--- config.mk ---
export PLATFORM = sky130hd
export DESIGN_NAME = rate_change_ctrl
export DESIGN_NICKNAME = d
export VERILOG_FILES = /design/src/rtl/rate_change_ctrl_pkg.sv /design/src/rtl/rate_change_ctrl_axis_pkt_gate.sv /design/src/rtl/rate_change_ctrl.sv
export SDC_FILE = /design/constraint.sdc
export NUM_CORES = 1
export LEC_CHECK = 0
export ABC_CLOCK_PERIOD_IN_PS = 2600
export CORE_ASPECT_RATIO = 0.6
export CORE_MARGIN = 4
export CORE_UTILIZATION = 26
export CTS_CLUSTER_DIAMETER = 50
export CTS_CLUSTER_SIZE = 14
export DETAILED_ROUTE_END_ITERATION = 6
export PLACE_DENSITY_LB_ADDON = 0.3
export SYNTH_ARGS = -nofsm -noshare
export SYNTH_HDL_FRONTEND = slang
export SYNTH_SLANG_ARGS = --single-unit
--- constraint.sdc ---
create_clock -name clk -period 2.6 [get_ports clk]
set_input_delay 0.52 -clock clk [delete_from_list [all_inputs] [get_ports clk]]
set_output_delay 0.52 -clock clk [all_outputs]
set_load 0.005 [all_outputs]
--- src/rtl/rate_change_ctrl_pkg.sv ---
// Shared types and constants for the rate-change sequencer.
//   rc_state_t          : sequencer state encoding (also exported for debug)
//   CLEAR_PULSE_CYCLES  : length of the clear/clear_user pulse
//   DEF_SR_N_ADDR/M_ADDR: default settings-bus addresses for N and M
//   rate_ok()           : true when a requested rate lies in 1..max_v
package rate_change_ctrl_pkg;

    typedef enum logic [2:0] {
        ST_IDLE  = 3'd0,
        ST_CHECK = 3'd1,
        ST_GATE  = 3'd2,
        ST_DRAIN = 3'd3,
        ST_CLEAR = 3'd4,
        ST_WR_N  = 3'd5,
        ST_WR_M  = 3'd6,
        ST_DONE  = 3'd7
    } rc_state_t;

    localparam int         CLEAR_PULSE_CYCLES = 2;
    localparam logic [7:0] DEF_SR_N_ADDR      = 8'd0;
    localparam logic [7:0] DEF_SR_M_ADDR      = 8'd1;

    function automatic logic rate_ok(input logic [15:0] v, input int max_v);
        return (v != 16'd0) && (32'(v) <= 32'(max_v));
    endfunction

endpackage

--- src/rtl/rate_change_ctrl_axis_pkt_gate.sv ---
// Packet-boundary gate for the AXI-stream control signals feeding the core.
// Ports:
//   clk, reset_n          : clock, asynchronous active-low reset
//   s_tvalid, s_tlast     : upstream beat qualifiers
//   m_tready              : downstream ready from the core
//   s_tready, m_tvalid    : gated handshake signals
//   close_req             : sequencer asks the gate to close
//   open_req              : sequencer reopens the gate
//   close_ack             : gate is closed or closes on this edge
module axis_pkt_gate (
    input  logic clk,
    input  logic reset_n,
    input  logic s_tvalid,
    input  logic s_tlast,
    input  logic m_tready,
    input  logic close_req,
    input  logic open_req,
    output logic s_tready,
    output logic m_tvalid,
    output logic close_ack
);

    logic open_q;
    logic in_pkt_q;
    logic beat;
    logic closing;

    assign s_tready = m_tready & open_q;
    assign m_tvalid = s_tvalid & open_q;
    assign beat     = s_tvalid & s_tready;

    // Closing is decided on the current beat: only between packets and only
    // in a cycle where nothing is accepted, so a packet is never split.
    assign closing   = close_req & open_q & ~in_pkt_q & ~beat;
    assign close_ack = closing | (close_req & ~open_q);

    always_ff @(posedge clk or negedge reset_n) begin
        if (!reset_n) begin
            open_q   <= 1'b1;
            in_pkt_q <= 1'b0;
        end else begin
            if (open_req) begin
                open_q <= 1'b1;
            end else if (closing) begin
                open_q <= 1'b0;
            end
            if (beat) begin
                in_pkt_q <= ~s_tlast;
            end
        end
    end

endmodule

--- src/rtl/rate_change_ctrl.sv ---
// Run-time reconfiguration sequencer for an axi_rate_change core.
// Accepts (N, M) requests, gates input at a packet boundary, waits for the
// core output to go quiet, pulses the clears, writes N and M over the
// settings bus and reopens the input.
// Optional build macro RATE_CHANGE_CTRL_SKIP_SAME_EN: a request equal to the
// active rate completes immediately without gating, clearing or writing.
// Ports:
//   clk, reset_n                : clock, asynchronous active-low reset
//   req_valid/req_ready/req_n/m : rate-request handshake
//   rsp_valid, rsp_error        : completion pulse and reject flag
//   s_tvalid/s_tlast/s_tready   : upstream stream control
//   m_tvalid/m_tready           : gated stream control to the core
//   o_tvalid, o_tready          : core output monitor
//   clear, clear_user           : core clears
//   set_stb/set_addr/set_data   : settings bus
//   cur_n, cur_m                : active rate
//   busy                        : sequencer not idle
//   warning_drain_timeout       : drain took too long (sticky)
//   state                       : current sequencer state (debug)
// Handshake rule: a transfer happens on a rising edge where valid and ready
// are both high; valid never waits for ready.
module rate_change_ctrl
    import rate_change_ctrl_pkg::*;
#(
    parameter int         MAX_N         = 16,
    parameter int         MAX_M         = 16,
    parameter logic [7:0] SR_N_ADDR     = DEF_SR_N_ADDR,
    parameter logic [7:0] SR_M_ADDR     = DEF_SR_M_ADDR,
    parameter int         QUIET_CYCLES  = 32,
    parameter int         DRAIN_TIMEOUT = 65535
) (
    input  logic        clk,
    input  logic        reset_n,
    input  logic        req_valid,
    output logic        req_ready,
    input  logic [15:0] req_n,
    input  logic [15:0] req_m,
    output logic        rsp_valid,
    output logic        rsp_error,
    input  logic        s_tvalid,
    input  logic        s_tlast,
    output logic        s_tready,
    output logic        m_tvalid,
    input  logic        m_tready,
    input  logic        o_tvalid,
    input  logic        o_tready,
    output logic        clear,
    output logic        clear_user,
    output logic        set_stb,
    output logic [7:0]  set_addr,
    output logic [31:0] set_data,
    output logic [15:0] cur_n,
    output logic [15:0] cur_m,
    output logic        busy,
    output logic        warning_drain_timeout,
    output rc_state_t   state
);

    rc_state_t   state_q, state_d;
    logic [15:0] n_q, m_q;
    logic [15:0] cur_n_q, cur_m_q;
    logic        err_q;
    logic [15:0] quiet_q;
    logic [31:0] tmo_q;
    logic [1:0]  clr_cnt_q;
    logic        warn_q;

    logic close_req, open_req, close_ack;
    logic out_xfer;
    logic bad_req;
    logic same_req;

    assign out_xfer = o_tvalid & o_tready;
    assign bad_req  = ~rate_ok(n_q, MAX_N) | ~rate_ok(m_q, MAX_M);

`ifdef RATE_CHANGE_CTRL_SKIP_SAME_EN
    assign same_req = (n_q == cur_n_q) && (m_q == cur_m_q);
`else
    assign same_req = 1'b0;
`endif

    axis_pkt_gate u_gate (
        .clk       (clk),
        .reset_n   (reset_n),
        .s_tvalid  (s_tvalid),
        .s_tlast   (s_tlast),
        .m_tready  (m_tready),
        .close_req (close_req),
        .open_req  (open_req),
        .s_tready  (s_tready),
        .m_tvalid  (m_tvalid),
        .close_ack (close_ack)
    );

    always_comb begin
        state_d    = state_q;
        req_ready  = 1'b0;
        rsp_valid  = 1'b0;
        rsp_error  = 1'b0;
        clear      = 1'b0;
        clear_user = 1'b0;
        set_stb    = 1'b0;
        set_addr   = 8'd0;
        set_data   = 32'd0;
        close_req  = 1'b0;
        open_req   = 1'b0;
        case (state_q)
            ST_IDLE: begin
                req_ready = 1'b1;
                if (req_valid) state_d = ST_CHECK;
            end
            ST_CHECK: begin
                if (bad_req || same_req) state_d = ST_DONE;
                else                     state_d = ST_GATE;
            end
            ST_GATE: begin
                close_req = 1'b1;
                if (close_ack) state_d = ST_DRAIN;
            end
            ST_DRAIN: begin
                // quiet_q counts idle cycles since the last transfer.
                if (!out_xfer && quiet_q == 16'(QUIET_CYCLES - 1)) state_d = ST_CLEAR;
            end
            ST_CLEAR: begin
                clear      = 1'b1;
                clear_user = 1'b1;
                if (clr_cnt_q == 2'(CLEAR_PULSE_CYCLES - 1)) state_d = ST_WR_N;
            end
            ST_WR_N: begin
                set_stb  = 1'b1;
                set_addr = SR_N_ADDR;
                set_data = {16'd0, n_q};
                state_d  = ST_WR_M;
            end
            ST_WR_M: begin
                set_stb  = 1'b1;
                set_addr = SR_M_ADDR;
                set_data = {16'd0, m_q};
                state_d  = ST_DONE;
            end
            ST_DONE: begin
                rsp_valid = 1'b1;
                rsp_error = err_q;
                open_req  = 1'b1;
                state_d   = ST_IDLE;
            end
            default: state_d = ST_IDLE;
        endcase
    end

    always_ff @(posedge clk or negedge reset_n) begin
        if (!reset_n) begin
            state_q   <= ST_IDLE;
            n_q       <= 16'd0;
            m_q       <= 16'd0;
            cur_n_q   <= 16'd1;
            cur_m_q   <= 16'd1;
            err_q     <= 1'b0;
            quiet_q   <= 16'd0;
            tmo_q     <= 32'd0;
            clr_cnt_q <= 2'd0;
            warn_q    <= 1'b0;
        end else begin
            state_q <= state_d;

            if (state_q == ST_IDLE && req_valid) begin
                n_q    <= req_n;
                m_q    <= req_m;
                warn_q <= 1'b0;
            end

            if (state_q == ST_CHECK) err_q <= bad_req;

            if (state_q != ST_DRAIN || out_xfer) quiet_q <= 16'd0;
            else                                 quiet_q <= quiet_q + 16'd1;

            // Timeout only warns; the drain still has to finish on its own.
            if (state_q != ST_DRAIN) begin
                tmo_q <= 32'd0;
            end else if (tmo_q < 32'(DRAIN_TIMEOUT)) begin
                tmo_q <= tmo_q + 32'd1;
                if (tmo_q == 32'(DRAIN_TIMEOUT - 1)) warn_q <= 1'b1;
            end

            if (state_q == ST_CLEAR) clr_cnt_q <= clr_cnt_q + 2'd1;
            else                     clr_cnt_q <= 2'd0;

            if (state_q == ST_WR_M) begin
                cur_n_q <= n_q;
                cur_m_q <= m_q;
            end
        end
    end

    assign cur_n                 = cur_n_q;
    assign cur_m                 = cur_m_q;
    assign busy                  = (state_q != ST_IDLE);
    assign warning_drain_timeout = warn_q;
    assign state                 = state_q;

endmodule

==> impl_metrics.csv <==
group,metric,value,unit
routing,firstDrtPassIters,4,
routing,wl,14800,um
yosys,syn_inst,547,
finish,final_cell_mix,"nand2_1 (147), dfrtp_1 (118), clkdlybuf4s50_1 (85), nor2_1 (35), mux2_2 (33)",
die,dieArea,23700,sq um
sta,tightest_slew,0.745,ns
placed_design,dp_hpwl,10200,um
critical_path,start_kind,"register",
clock_network,cts_num_sinks,121,
die,num_rows,40,
grt,grt_pass1_wl,23900,um
power_and_ir_drop,leakagePower,3.70,nW
yosys,ys_ff_latch,121,
yosys,yosys.area_share.adder,1.82,%
yosys,synth_top_family_by_area,"simple AND/OR/NAND/NOR gates",
critical_path,regToRegSetupSlack,0.38,ns
critical_path,r2r_cells,5,
routing,via_count,4153,
placed_design,place_congestion,0.797,
yosys,muxShareOfSynthArea,7.31,%
clock_network,clockBufferDepth,2,
yosys,synthFlopType,"dfrtp_1",
grt,grt_pass1_vias,4245,
critical_path,r2r_end,"tmo_q[11]",
yosys,ys_async_sr_fraction,100,%
critical_path,r2r_start,"tmo_q[19]",
placed_design,place.port_buffers,101,
routing,avgRoutedWirePerCell,15.5,um
grt,grt_max_degree,52,
clock_network,htreeDepth,4,
sta,hold_slack,0.0468,ns
routing,first_iter_violations,153,
yosys,yosysSeqAreaShare,55.0,%
yosys,syn_avg_cell_area,10.1,sq um
die,die_y,121,um
critical_path,crit_type,"register to output pin",
sta,layout_min_cycle_time,2.51,ns
outcome,status,"finished clean",
sta,finalSetupViolCount,0,
die,coreArea,20400,sq um
sta,timing.final.crit_share,96.7,%
sta,skew,0.00969,ns
critical_path,setup.worst_path.start,"state[1]",
sta,finalHoldViolCount,0,
sta,max-slew-margin-rel,49.7,%
sta,fmax,398,MHz
finish,num_antenna_cells,0,
sta,report.final.slew_viol_count,0,
yosys,synth_cell_type_count,45,
critical_path,crit_path_end,"set_data[2]",
clock_network,cts_tree,"done",
critical_path,cp-end-kind,"output pin",
routing,via_per_inst,4.34,
grt,overflow,0,
yosys,synthXorXnorAreaFrac,3.97,%
routing,drc,0,
finish,drive_gt1_share,15.6,%
critical_path,cp_max_fo,5,
grt,antenna_found_initial,0,
power_and_ir_drop,peakVddDrop,531,uV
clock_network,path_clk_slew,0.06,ns
power_and_ir_drop,power-per-cell-area,1040,nW/um^2
placed_design,place_ws,0.334,ns
sta,worst_slack,0.0871,ns
clock_network,cts_made_buffers,17,
die,die_w,196,um
yosys,synth-simple-area-share,23.5,%
finish,area_growth,39.4,%
yosys,synth_compound_area_share,2.91,%
clock_network,cts-root-buf,"clkbuf_16",
grt,globalRouteTotalUtil,12.9,%
sta,rsz0062_at_grt,"false",
finish,layout_commonest_cell,"nand2_1",
clock_network,cts_hold_buffers,0,
die,io-pin-count,125,
routing,ant_nets,0,
yosys,netlist_area,5510,sq um
finish,nets,719,
die,start_util,27.0,%
yosys,synth-edff-count,0,
clock_network,clock_latency,0.42,ns
sta,fin_setup_tns,0,ns
critical_path,crit_required,2.08,ns
hold_path,hp-class,"primary input to asynchronous set/reset pin",
yosys,yosysWarnings,0,
critical_path,worstPathArrival,1.99,ns
job,max_cap_viol_count,0,
cell usage after synthesis (all sizes together), types with 3 or more instances:
| cell | instances | share of area, % |
|---|---|---|
| dfrtp | 118 | 54 |
| nand3 | 12 | 1.1 |
| inv | 11 | 0.75 |
| xnor2 | 17 | 2.7 |
| xor2 | 8 | 1.3 |
| clkbuf | 12 | 0.82 |
| ha | 8 | 1.8 |
| dfstp | 3 | 1.4 |
| and3 | 5 | 0.57 |
| or2 | 3 | 0.39 |
| nor3 | 8 | 0.73 |
| buf | 31 | 3.8 |
| nand2 | 149 | 10 |
| mux2 | 34 | 6.9 |
| nor4 | 18 | 2.6 |
| and2 | 20 | 2.3 |
| a21oi | 11 | 1.0 |
| nor2 | 35 | 2.4 |
| nand4 | 10 | 1.2 |
| o21ai | 3 | 0.27 |
| or4 | 5 | 0.68 |
| o31ai | 3 | 0.41 |
cell families (layout without fill, tap and decap cells):
family | Yosys count | count (layout)
AND/OR/NAND/NOR | 276 | 276
flip-flops | 121 | 121
buffers and inverters | 54 | 169
multiplexers | 36 | 36
AO/OA/AOI/OAI | 26 | 26
XOR/XNOR | 25 | 25
adder cells (fa/ha/maj) | 8 | 8
other | 1 | 23
worst max-delay path, stage by stage, from the launching register on:
cell	delay, ns
dfrtp_1	0.42
inv_2	0.10
ha_4	0.16
and2_4	0.15
buf_12	0.10
nand2_1	0.07
nand2_1	0.07
clkdlybuf4s50_1	0.50
layer usage:
metal  wire length, um  track usage [%]  vias to the layer above
met4               114             3.40                        0
met1              7650             19.1                     1993
met3              1190             5.21                       10
li1                  -                -                     2036
met2              5870             17.3                      114
met5                 0                0                        -
worst min-delay path by stage:
stage | start | endpoint | slack [ns] | cells after the start
finish | reset_n | quiet_q[13] | 0.05 | 1
global route | reset_n | quiet_q[13] | 0.06 | 1
CTS | reset_n | quiet_q[13] | 0.05 | 1
detailed placement | clr_cnt_q[0] | clr_cnt_q[0] | 0.43 | 1
global placement | clr_cnt_q[0] | clr_cnt_q[0] | 0.43 | 1
floorplan | reset_n | clr_cnt_q[0] | 0.22 | 0
registers in the layout, indices dropped and copies added, names as in the netlist, 2 cells and up:
register	flops
clr_cnt_q	2
cur_m	16
cur_n	16
m_q	16
n_q	16
quiet_q	16
state	3
tmo_q	32
power by group:
part	leakage, nW	total [mW]	switching (mW)	internal, mW
Clock	0.302	2.48	0.948	1.53
Sequential	1.57	2.88	0.461	2.42
Combinational	1.83	2.63	1.16	1.47
cell type report:
| cell class | count | area, sq um |
|---|---|---|
| well taps | 273 | 342 |
| clock inverters | 15 | 191 |
| clock buffers | 17 | 425 |
| repair buffers | 126 | 1350 |
| fillers | 1998 | 12700 |
| inverters | 11 | 43.8 |
| flip-flops and latches | 121 | 3030 |
| multi-input cells | 394 | 2300 |
per-stage QoR:
step           cell area, sq um  cells  power [mW]  util [%]
2_1_floorplan              5590    569        3.96         -
3_3_place_gp               6840    912        5.40      33.5
3_5_place_dp               6840    912        5.36      33.5
4_1_cts                    7530    948        7.99      36.9
5_1_grt                    7680    957        8.52      37.6
6_report                   7680    957        8.00      37.6
what timing repair did:
item	4_1_cts	5_1_grt
pin swaps	0	1
endpoints found under the hold margin	0	0
setup buffers	3	8
resized for setup	10	18
setup endpoints to repair	17	16
cloned	1	1
No activity file was read; power rests on OpenSTA's default activity.
